`config.mk`:
```
export PLATFORM = sky130hd
export DESIGN_NAME = icon_xfer_engine_flat
export DESIGN_NICKNAME = d
export VERILOG_FILES = /design/src/rtl/icon_xfer_engine_if.sv /design/src/rtl/icon_xfer_engine.sv /design/src/flat_wrapper.sv
export SDC_FILE = /design/constraint.sdc
export NUM_CORES = 1
export LEC_CHECK = 0
export CAP_MARGIN = 20
export CORE_UTILIZATION = 52
export DETAILED_ROUTE_END_ITERATION = 7
export DONT_BUFFER_PORTS = 1
export PLACE_DENSITY = 0.67
export REMOVE_ABC_BUFFERS = 1
export SETUP_SLACK_MARGIN = 0.05
export SYNTH_ARGS = -nofsm -noshare
export SYNTH_HDL_FRONTEND = slang
export SYNTH_SLANG_ARGS = --single-unit
export TNS_END_PERCENT = 50
```
`constraint.sdc`:
```
create_clock -name clk -period 3 [get_ports clk]
set_input_delay 0 -clock clk [delete_from_list [all_inputs] [get_ports clk]]
set_output_delay 0 -clock clk [all_outputs]
set_load 0.03 [all_outputs]
```
`src/rtl/icon_xfer_engine_if.sv`:
```
// Handshake bundle for one interconnect routing lane: request queue input,
// producer read port and the two consumer write channels.
interface icon_xfer_engine_if #(
  parameter int DATA_W = 32,
  parameter int ADDR_W = 8
);
  logic              req_valid_i;
  logic [ADDR_W-1:0] req_addr_i;
  logic              req_dst_i;
  logic              req_ready_o;

  logic [ADDR_W-1:0] src_raddr_o;
  logic              src_rvalid_o;
  logic [DATA_W-1:0] src_rdata_i;
  logic              src_rsuccess_i;

  logic [ADDR_W-1:0] dst_w0_addr_o;
  logic [ADDR_W-1:0] dst_w1_addr_o;
  logic [DATA_W-1:0] dst_w0_data_o;
  logic [DATA_W-1:0] dst_w1_data_o;
  logic              dst_w0_valid_o;
  logic              dst_w1_valid_o;
  logic              dst_w0_success_i;
  logic              dst_w1_success_i;

  // Engine side.
  modport master (
    input  req_valid_i, req_addr_i, req_dst_i,
    output req_ready_o,
    output src_raddr_o, src_rvalid_o,
    input  src_rdata_i, src_rsuccess_i,
    output dst_w0_addr_o, dst_w1_addr_o, dst_w0_data_o, dst_w1_data_o,
    output dst_w0_valid_o, dst_w1_valid_o,
    input  dst_w0_success_i, dst_w1_success_i
  );

  // Requester / producer / consumer side.
  modport slave (
    output req_valid_i, req_addr_i, req_dst_i,
    input  req_ready_o,
    input  src_raddr_o, src_rvalid_o,
    output src_rdata_i, src_rsuccess_i,
    input  dst_w0_addr_o, dst_w1_addr_o, dst_w0_data_o, dst_w1_data_o,
    input  dst_w0_valid_o, dst_w1_valid_o,
    output dst_w0_success_i, dst_w1_success_i
  );
endinterface

```
`src/rtl/icon_xfer_engine.sv`:
```
// Transfer initiator: queues operand-move requests, reads each operand from the
// producer (with bounded retry) and writes it to the selected consumer channel.
module icon_xfer_engine #(
  parameter int DATA_W      = 32,
  parameter int ADDR_W      = 8,
  parameter int QDEPTH      = 4,
  parameter int RETRY_LIMIT = 8
) (
  input  logic                 clk,
  input  logic                 reset,
  icon_xfer_engine_if.master   bus,
  output logic                 busy_o,
  output logic                 err_o,
  output logic [7:0]           drop_cnt_o
);
  localparam int PW = (QDEPTH < 2) ? 1 : $clog2(QDEPTH);
  localparam int CW = PW + 1;
  localparam int RW = (RETRY_LIMIT < 2) ? 1 : $clog2(RETRY_LIMIT);
  localparam logic [RW-1:0] RETRY_LAST = RW'((RETRY_LIMIT == 0) ? 0 : RETRY_LIMIT - 1);

  typedef enum logic [1:0] {ST_IDLE, ST_READ, ST_WRITE} state_t;

  state_t            state_q, state_d;
  logic [ADDR_W-1:0] cur_addr_q, cur_addr_d;
  logic              cur_dst_q, cur_dst_d;
  logic [DATA_W-1:0] cur_data_q, cur_data_d;
  logic [RW-1:0]     retry_cnt_q, retry_cnt_d;
  logic [PW-1:0]     wr_ptr_q, wr_ptr_d, rd_ptr_q, rd_ptr_d;
  logic [CW-1:0]     count_q, count_d;
  logic              busy_q, busy_d;
  logic              err_q, err_d;
  logic [7:0]        drop_cnt_q, drop_cnt_d;

  // Each entry stores {dst, addr}.
  logic [ADDR_W:0]   fifo_mem [QDEPTH];
  logic [ADDR_W:0]   head;
  logic              req_ready, push, pop, fifo_empty, wr_success;

  logic              rvalid_c, w0_valid_c, w1_valid_c;
  logic [ADDR_W-1:0] raddr_c, w0_addr_c, w1_addr_c;
  logic [DATA_W-1:0] w0_data_c, w1_data_c;

  assign req_ready  = (count_q != CW'(QDEPTH)) & ~reset;
  assign push       = bus.req_valid_i & req_ready;
  assign fifo_empty = (count_q == '0);
  assign head       = fifo_mem[rd_ptr_q];
  assign wr_success = cur_dst_q ? bus.dst_w1_success_i : bus.dst_w0_success_i;

  always_ff @(posedge clk) begin
    if (push) begin
      fifo_mem[wr_ptr_q] <= {bus.req_dst_i, bus.req_addr_i};
    end
  end

  always_comb begin
    state_d     = state_q;
    cur_addr_d  = cur_addr_q;
    cur_dst_d   = cur_dst_q;
    cur_data_d  = cur_data_q;
    retry_cnt_d = retry_cnt_q;
    err_d       = 1'b0;
    drop_cnt_d  = drop_cnt_q;
    pop         = 1'b0;
    rvalid_c    = 1'b0;
    raddr_c     = '0;
    w0_valid_c  = 1'b0;
    w0_addr_c   = '0;
    w0_data_c   = '0;
    w1_valid_c  = 1'b0;
    w1_addr_c   = '0;
    w1_data_c   = '0;

    case (state_q)
      ST_IDLE: begin
        if (!fifo_empty) begin
          pop         = 1'b1;
          cur_addr_d  = head[ADDR_W-1:0];
          cur_dst_d   = head[ADDR_W];
          retry_cnt_d = '0;
          state_d     = ST_READ;
        end
      end
      ST_READ: begin
        rvalid_c = 1'b1;
        raddr_c  = cur_addr_q;
        if (bus.src_rsuccess_i) begin
          cur_data_d = bus.src_rdata_i;
          state_d    = ST_WRITE;
        end else if ((RETRY_LIMIT != 0) && (retry_cnt_q == RETRY_LAST)) begin
          err_d      = 1'b1;
          drop_cnt_d = (drop_cnt_q == 8'hFF) ? drop_cnt_q : drop_cnt_q + 8'd1;
          state_d    = ST_IDLE;
        end else if (RETRY_LIMIT != 0) begin
          retry_cnt_d = retry_cnt_q + RW'(1);
        end
      end
      ST_WRITE: begin
        // Producer entry is already consumed, so the write is held until accepted.
        if (cur_dst_q) begin
          w1_valid_c = 1'b1;
          w1_addr_c  = cur_addr_q;
          w1_data_c  = cur_data_q;
        end else begin
          w0_valid_c = 1'b1;
          w0_addr_c  = cur_addr_q;
          w0_data_c  = cur_data_q;
        end
        if (wr_success) begin
          if (!fifo_empty) begin
            pop         = 1'b1;
            cur_addr_d  = head[ADDR_W-1:0];
            cur_dst_d   = head[ADDR_W];
            retry_cnt_d = '0;
            state_d     = ST_READ;
          end else begin
            state_d = ST_IDLE;
          end
        end
      end
      default: state_d = ST_IDLE;
    endcase

    wr_ptr_d = wr_ptr_q + PW'(push);
    rd_ptr_d = rd_ptr_q + PW'(pop);
    count_d  = count_q + CW'(push) - CW'(pop);
    busy_d   = (state_d != ST_IDLE) | (count_d != '0);
  end

  always_ff @(posedge clk or posedge reset) begin
    if (reset) begin
      state_q     <= ST_IDLE;
      cur_addr_q  <= '0;
      cur_dst_q   <= 1'b0;
      cur_data_q  <= '0;
      retry_cnt_q <= '0;
      wr_ptr_q    <= '0;
      rd_ptr_q    <= '0;
      count_q     <= '0;
      busy_q      <= 1'b0;
      err_q       <= 1'b0;
      drop_cnt_q  <= '0;
    end else begin
      state_q     <= state_d;
      cur_addr_q  <= cur_addr_d;
      cur_dst_q   <= cur_dst_d;
      cur_data_q  <= cur_data_d;
      retry_cnt_q <= retry_cnt_d;
      wr_ptr_q    <= wr_ptr_d;
      rd_ptr_q    <= rd_ptr_d;
      count_q     <= count_d;
      busy_q      <= busy_d;
      err_q       <= err_d;
      drop_cnt_q  <= drop_cnt_d;
    end
  end

  assign bus.req_ready_o    = req_ready;
  assign bus.src_rvalid_o   = rvalid_c;
  assign bus.src_raddr_o    = raddr_c;
  assign bus.dst_w0_valid_o = w0_valid_c;
  assign bus.dst_w0_addr_o  = w0_addr_c;
  assign bus.dst_w0_data_o  = w0_data_c;
  assign bus.dst_w1_valid_o = w1_valid_c;
  assign bus.dst_w1_addr_o  = w1_addr_c;
  assign bus.dst_w1_data_o  = w1_data_c;
  assign busy_o             = busy_q;
  assign err_o              = err_q;
  assign drop_cnt_o         = drop_cnt_q;
endmodule
```
`src/flat_wrapper.sv`:
```
// flat-port wrapper written by rule: the top's interface ports become plain ports
module icon_xfer_engine_flat 
#(
  parameter int DATA_W      = 32,
  parameter int ADDR_W      = 8,
  parameter int QDEPTH      = 4,
  parameter int RETRY_LIMIT = 8
)
  (clk, reset, busy_o, err_o, drop_cnt_o, bus_req_valid_i, bus_req_addr_i, bus_req_dst_i, bus_req_ready_o, bus_src_raddr_o, bus_src_rvalid_o, bus_src_rdata_i, bus_src_rsuccess_i, bus_dst_w0_addr_o, bus_dst_w1_addr_o, bus_dst_w0_data_o, bus_dst_w1_data_o, bus_dst_w0_valid_o, bus_dst_w1_valid_o, bus_dst_w0_success_i, bus_dst_w1_success_i);
  icon_xfer_engine_if #(.DATA_W(DATA_W), .ADDR_W(ADDR_W)) bus_i ();
  input  logic clk;
  input  logic reset;
  output logic busy_o;
  output logic err_o;
  output logic [7:0] drop_cnt_o;
  input wire logic [$bits(bus_i.req_valid_i)-1:0] bus_req_valid_i;
  input wire logic [$bits(bus_i.req_addr_i)-1:0] bus_req_addr_i;
  input wire logic [$bits(bus_i.req_dst_i)-1:0] bus_req_dst_i;
  output wire logic [$bits(bus_i.req_ready_o)-1:0] bus_req_ready_o;
  output wire logic [$bits(bus_i.src_raddr_o)-1:0] bus_src_raddr_o;
  output wire logic [$bits(bus_i.src_rvalid_o)-1:0] bus_src_rvalid_o;
  input wire logic [$bits(bus_i.src_rdata_i)-1:0] bus_src_rdata_i;
  input wire logic [$bits(bus_i.src_rsuccess_i)-1:0] bus_src_rsuccess_i;
  output wire logic [$bits(bus_i.dst_w0_addr_o)-1:0] bus_dst_w0_addr_o;
  output wire logic [$bits(bus_i.dst_w1_addr_o)-1:0] bus_dst_w1_addr_o;
  output wire logic [$bits(bus_i.dst_w0_data_o)-1:0] bus_dst_w0_data_o;
  output wire logic [$bits(bus_i.dst_w1_data_o)-1:0] bus_dst_w1_data_o;
  output wire logic [$bits(bus_i.dst_w0_valid_o)-1:0] bus_dst_w0_valid_o;
  output wire logic [$bits(bus_i.dst_w1_valid_o)-1:0] bus_dst_w1_valid_o;
  input wire logic [$bits(bus_i.dst_w0_success_i)-1:0] bus_dst_w0_success_i;
  input wire logic [$bits(bus_i.dst_w1_success_i)-1:0] bus_dst_w1_success_i;
  assign bus_i.req_valid_i = bus_req_valid_i;
  assign bus_i.req_addr_i = bus_req_addr_i;
  assign bus_i.req_dst_i = bus_req_dst_i;
  assign bus_req_ready_o = bus_i.req_ready_o;
  assign bus_src_raddr_o = bus_i.src_raddr_o;
  assign bus_src_rvalid_o = bus_i.src_rvalid_o;
  assign bus_i.src_rdata_i = bus_src_rdata_i;
  assign bus_i.src_rsuccess_i = bus_src_rsuccess_i;
  assign bus_dst_w0_addr_o = bus_i.dst_w0_addr_o;
  assign bus_dst_w1_addr_o = bus_i.dst_w1_addr_o;
  assign bus_dst_w0_data_o = bus_i.dst_w0_data_o;
  assign bus_dst_w1_data_o = bus_i.dst_w1_data_o;
  assign bus_dst_w0_valid_o = bus_i.dst_w0_valid_o;
  assign bus_dst_w1_valid_o = bus_i.dst_w1_valid_o;
  assign bus_i.dst_w0_success_i = bus_dst_w0_success_i;
  assign bus_i.dst_w1_success_i = bus_dst_w1_success_i;
  icon_xfer_engine #(.DATA_W(DATA_W), .ADDR_W(ADDR_W), .QDEPTH(QDEPTH), .RETRY_LIMIT(RETRY_LIMIT)) u_core (.clk(clk), .reset(reset), .bus(bus_i), .busy_o(busy_o), .err_o(err_o), .drop_cnt_o(drop_cnt_o));
endmodule
```
==> impl_metrics.yaml, run 1 <==
outcome:
  status: "finished clean"
route:
  dr.pass1.iters: 4
  vias: 2769
  routed_wl_mm: 9.22
  drc: 0
  ant_nets: 0
  wl_per_cell_microns: 18.7
  via_per_inst: 5.61
  drt_iter0_drc: 74
logic_synthesis:
  ys_warn_count: 0
  async_reset_ff_share_pct: 63.6
  synth-edff-count: 36
  synth_cell_type_count: 43
  synthFlopType: "dfrtp_1"
  synth_top_area_cell: "dfrtp_1"
  synth_most_common_cell: "dfrtp_1"
  syn_inst: 342
  yosys-top-cells-area: "dfrtp_1 34%, edfxtp_1 24%, mux2_1 8.3%"
  synth_top_area_share_pct: 34.3
  netlist_area_sq_um: 4600
  ys_seq_area_share_pct: 57.8
  synth_seq_cells: 99
  syn_area_per_cell_sq_um: 13.4
  synthTopCellsByCount: "63 x dfrtp_1, 50 x and2_1, 41 x and3_1, 36 x edfxtp_1, 34 x mux2_1"
sta:
  fmax_mhz: 370
  fin_skew_ps: 11.8
  slew_headroom_pct: 48.5
  min_period_over_period_pct: 90.2
  post-route-min-period_ps: 2700
  hold_viol: 0
  finalMaxSlewViolations: 0
  tightest_slew_ps: 772
  setup_viol: 0
  rsz0062_at_grt: "no"
  fin_ws_ps: 295
floorplanning:
  design.die.area_sq_um: 9220
  initial_core_util_pct: 54.9
  boundaryPins: 149
  die_h_microns: 96.0
  rows: 33
  die_x_microns: 96.0
  core_sq_um: 8380
place:
  dp_slack_ps: 317
  place_hpwl_mm: 6.17
  globalplace.congestion: 0.812
  numPortBuffers: 0
  dp_cells: 434
clocking:
  clock_latency_ps: 350
  cts_tree: "yes"
  clk_pin_slew_ps: 90
  cts.sinks: 99
  cts_buffer_depth: 2
  cts_root_buf: "clkbuf_8"
  cts_inserted_buffers: 9
  cts-htree-levels: 3
  postCtsSetupRepairBufs: 0
grt:
  overflow: 0
  grt_pass1_wl_mm: 13.2
  grt_usage_pct: 19.9
  grt_pass1_vias: 2556
  antenna_found_initial: 0
  grt_start_max_net_pins: 65
finish:
  nets: 438
  seqCellArea_sq_um: 2660
  final_cells: 494
  multi_input_area_sq_um: 1780
  areaGrowthSynthToFinish_pct: 15.6
  final_layout_size_suffix_gt1_share_pct: 13.9
  num-fill-cells: 625
  num_antenna_cells: 0
critical_path:
  path_class: "flip-flop to flip-flop"
  reg2regPathDepth: 9
  cp.required_ps: 3230
  worstPathArrival_ps: 2930
  cp-start-kind: "flip-flop"
  crit_path_max_fanout: 3
  end_kind: "flip-flop"
job:
  maxCapViolCount: 0
pwr:
  powerDensity_nw_per_um2: 938
  vdd_ir_drop_max_uv: 382
  leakagePower_uw: 0.00228
hold_path:
  hold_class: "primary input to flip-flop"
  hold_depth: 2
[area by class of cell]
cell class | count | area share (%)
sequential | 99 | 50.0
multi-input combinational | 210 | 33.5
timing repair buffer | 52 | 9.42
clock buffer | 10 | 2.59
tap | 105 | 2.47
clock inverter | 6 | 1.20
inverter | 12 | 0.848
[state kept, by name (all words and copies together), names as in the netlist]
signal and flops:
u_core.busy_o 1, u_core.fifo_mem 36, u_core.rd_ptr_q 2, u_core.retry_cnt_q 3
u_core.cur_data_q 32, u_core.err_o 1, u_core.state_q 2, u_core.drop_cnt_o 8
u_core.cur_dst_q 1, u_core.count_q 3, u_core.cur_addr_q 8, u_core.wr_ptr_q 2
[through the flow]
step | TNS [ps] | power [uW] | hold WS (ps) | instance area [sq um] | util (%)
final | 0 | 4980 | 23.0 | 5310 | 63.4
after global routing | 0 | 5300 | 37.5 | 5310 | 63.4
after CTS | 0 | 5030 | 5.02 | 5310 | 63.4
after detailed placement | 0 | 4110 | 99.0 | 4670 | 55.7
after global placement | 0 | 4050 | 99.0 | 4670 | 55.7
after floorplan | -149 | 3660 | 98.9 | 4480 | -
[where the power goes]
group,switching (uW),total (uW),internal [uW]
combinational,1180,1920,742
clock,446,855,408
sequential,374,2210,1830
[worst paths after layout]
kind	slack [ps]	from	endpoint
worst min-delay path	20	bus_src_rsuccess_i	u_core.state_q[0]$_DFF_PP0_
worst min register to register	510	u_core.cur_data_q[6]$_DFFE_PP0P_	u_core.cur_data_q[6]$_DFFE_PP0P_
min in group asynchronous	400	reset	u_core.cur_data_q[20]$_DFFE_PP0P_
worst max register to register	300	u_core.count_q[2]$_DFF_PP0_	u_core.busy_o$_DFF_PP0_
worst max-delay path	300	u_core.count_q[2]$_DFF_PP0_	u_core.busy_o$_DFF_PP0_
max in group asynchronous	2090	reset	u_core.cur_data_q[28]$_DFFE_PP0P_
[cells in the final DEF (no fill, tap or decap), types with 3 or more instances in the layout]
cell type / count
inv_1: 10
mux2_1: 34
mux4_2: 9
ha_1: 6
nor3_1: 4
dlygate4sd3_1: 44
and3_1: 41
nand3_1: 4
xnor2_1: 3
nor4_1: 3
nand2_1: 8
clkbuf_8: 10
edfxtp_1: 36
o21ai_0: 3
xor2_1: 4
buf_4: 8
nand2b_1: 3
mux2_2: 12
dfrtp_1: 63
and2_1: 50
[layer usage]
layer | wire length [microns] | vias to the layer above | track usage, %
li1 | - | 1296 | -
met1 | 3810 | 1370 | 23.1
met2 | 4840 | 94 | 36.1
met3 | 445 | 9 | 3.40
met4 | 120 | 0 | 8.33
met5 | 0 | - | 0
[logic make-up (layout without fill, tap and decap cells)]
| group | after synthesis | in the layout | share of synthesized area, % |
|---|---|---|---|
| flops | 99 | 99 | 57.8 |
| buf+inv | 33 | 80 | 3.59 |
| mux | 56 | 56 | 16.0 |
| fa+ha+maj | 7 | 7 | 2.07 |
| xor+xnor | 7 | 7 | 1.33 |
| simple gates | 130 | 130 | 17.5 |
| compound gates | 10 | 10 | 1.71 |
[critical path, stage by stage, from the launching register on]
cell	delay, ps
dfrtp_1	420
nor3_1	410
a211oi_4	80
ha_1	280
inv_1	40
ha_1	200
fa_1	380
xor2_1	160
xnor2_1	140
or4_1	470
[timing repair]
action | CTS | global route
hold endpoints to repair | 137 | 0
resized for setup | 0 | 0
hold buffers | 44 | 0
endpoints found under the setup margin | 0 | 0
No activity file was read; power rests on OpenSTA's default activity.
==> run 2, diff against run 1 <==
- CORE_UTILIZATION: 52 -> 40
- PLACE_DENSITY: 0.67 -> not set
- REMOVE_ABC_BUFFERS: 1 -> not set
==> impl_metrics.yaml, run 2 (synthesis results as in run 1) <==
outcome:
  status: "finished clean"
clocking:
  cts_tree: "yes"
  cts-htree-levels: 3
  cts_buffer_depth: 2
  cts_inserted_buffers: 9
  ctsResizeCount: 0
  cts_root_buf: "clkbuf_16"
  clk_pin_slew_ps: 60
  cts.sinks: 99
  postCtsSetupRepairBufs: 0
  clock_latency_ps: 330
route:
  routed_wl_mm: 9.45
  drc: 0
  vias: 2799
  dr.pass1.iters: 4
  drt_iter0_drc: 101
  wl_per_cell_microns: 17.8
  via_per_inst: 5.28
  ant_nets: 0
critical_path:
  r2r_start: "u_core.count_q[2]$_DFF_PP0_"
  slowest_stage: "or4_1"
  timing.critical_path.buf_inv: 1
  worst_path_most_repeated_cell: "ha_1"
  end_kind: "flip-flop"
  r2r-end: "u_core.busy_o$_DFF_PP0_"
  reg2regPathDepth: 9
  cp.required_ps: 3200
  rrSetupSlack_ps: 340
  crit_path_max_fanout: 3
  path_class: "flip-flop to flip-flop"
  cp-start-kind: "flip-flop"
  path_cells: "nor3_1 -> a211oi_4 -> ha_1 -> inv_1 -> ha_1 -> fa_1 -> xor2_1 -> xnor2_1 -> or4_1"
  cpPeakStageDelay_ps: 460
  cp_num_cells: 9
  worstPathArrival_ps: 2860
  cp_top_family: "simple AND/OR/NAND/NOR gates"
sta:
  rsz0062_at_grt: "no"
  hold_viol: 0
  setup-tns-final_ps: 0
  fin_skew_ps: 5.51
  slew_headroom_pct: 47.0
  tightest_slew_ps: 793
  finalMaxSlewViolations: 0
  post-route-min-period_ps: 2660
  setup_viol: 0
  fmax_mhz: 376
  fin_ws_ps: 341
  min_period_over_period_pct: 88.6
place:
  placed_cell_area_sq_um: 4730
  globalplace.congestion: 0.716
  place_hpwl_mm: 6.55
  dp_slack_ps: 362
  numPortBuffers: 0
pwr:
  vdd_ir_drop_max_uv: 489
  leakagePower_uw: 0.00232
  powerDensity_nw_per_um2: 966
finish:
  nets: 439
  final_cell_mix: "63 x dfrtp_1, 50 x and2_1, 44 x dlygate4sd3_1"
  fin_area_sq_um: 5460
  largest_reg_flops: 36
  final_layout_size_suffix_gt1_share_pct: 13.3
  final_common_cell: "dfrtp_1"
  top_register: "u_core.fifo_mem"
  reg.largest.list: "u_core.fifo_mem x36, u_core.cur_data_q x32"
  num_antenna_cells: 0
  final_util_pct: 49.5
  areaGrowthSynthToFinish_pct: 18.6
floorplanning:
  core_sq_um: 11000
  die_h_microns: 109
  rows: 38
  design.die.area_sq_um: 11900
  boundaryPins: 149
  initial_core_util_pct: 41.7
  die_x_microns: 109
grt:
  grt_pass1_wl_mm: 14.1
  overflow: 0
  antenna_found_initial: 0
  grt_pass1_vias: 2686
  grt_start_max_net_pins: 65
  grt_usage_pct: 16.1
hold_path:
  hold_depth: 2
  hold_class: "primary input to flip-flop"
  min_from: "bus_src_rsuccess_i"
  min_to: "u_core.state_q[0]$_DFF_PP0_"
job:
  maxCapViolCount: 0
logic_synthesis:
  syn_nets: 396
run 2: changes by cell type in the layout (fill, tap and decap cells not counted), sizes merged:
cell and change:
clkbuf +2, inv -2, buf +1, clkinv -1
clkinvlp +1
run 2: power by group:
part | internal [uW] | switching [uW]
clock | 646 | 464
sequential | 1840 | 384
combinational | 747 | 1190
run 2: area by class of cell:
class	instances	area [sq um]
fill	939	5580
sequential	99	2660
multi-input combinational	210	1780
timing repair buffer	53	508
clock buffer	12	236
tap	140	175
clock inverter	4	51.3
inverter	12	48.8
run 2: per-layer routing:
layer / vias to the layer above / part of all wire (%) / track usage [%]
li1: 1299 / - / -
met1: 1382 / 39 / 17.5
met2: 107 / 51 / 29.2
met3: 11 / 7.8 / 5.08
met4: 0 / 1.5 / 5.90
met5: - / 0 / 0
run 2: how the worst max path moves through the flow:
| stage | from | to | slack, ps |
|---|---|---|---|
| 2_1_floorplan | u_core.cur_dst_q$_DFFE_PP0P_ | u_core.busy_o$_DFF_PP0_ | 210 |
| 3_3_place_gp | u_core.count_q[2]$_DFF_PP0_ | u_core.busy_o$_DFF_PP0_ | 370 |
| 3_5_place_dp | u_core.count_q[2]$_DFF_PP0_ | u_core.busy_o$_DFF_PP0_ | 360 |
| 4_1_cts | u_core.count_q[2]$_DFF_PP0_ | u_core.busy_o$_DFF_PP0_ | 350 |
| 5_1_grt | u_core.count_q[2]$_DFF_PP0_ | u_core.busy_o$_DFF_PP0_ | 220 |
| 6_report | u_core.count_q[2]$_DFF_PP0_ | u_core.busy_o$_DFF_PP0_ | 340 |
run 2: metrics by stage:
stage,total power [uW],instances,hold slack [ps]
after floorplan,3790,342,98.9
after global placement,4090,470,99.0
after detailed placement,4150,470,99.0
after CTS,5340,530,30.5
after global routing,5590,530,65.1
final,5270,530,36.7
run 2: timing repair:
item	in CTS	in global routing
endpoints found under the setup margin	0	0
hold endpoints to repair	137	0
hold buffers	44	0
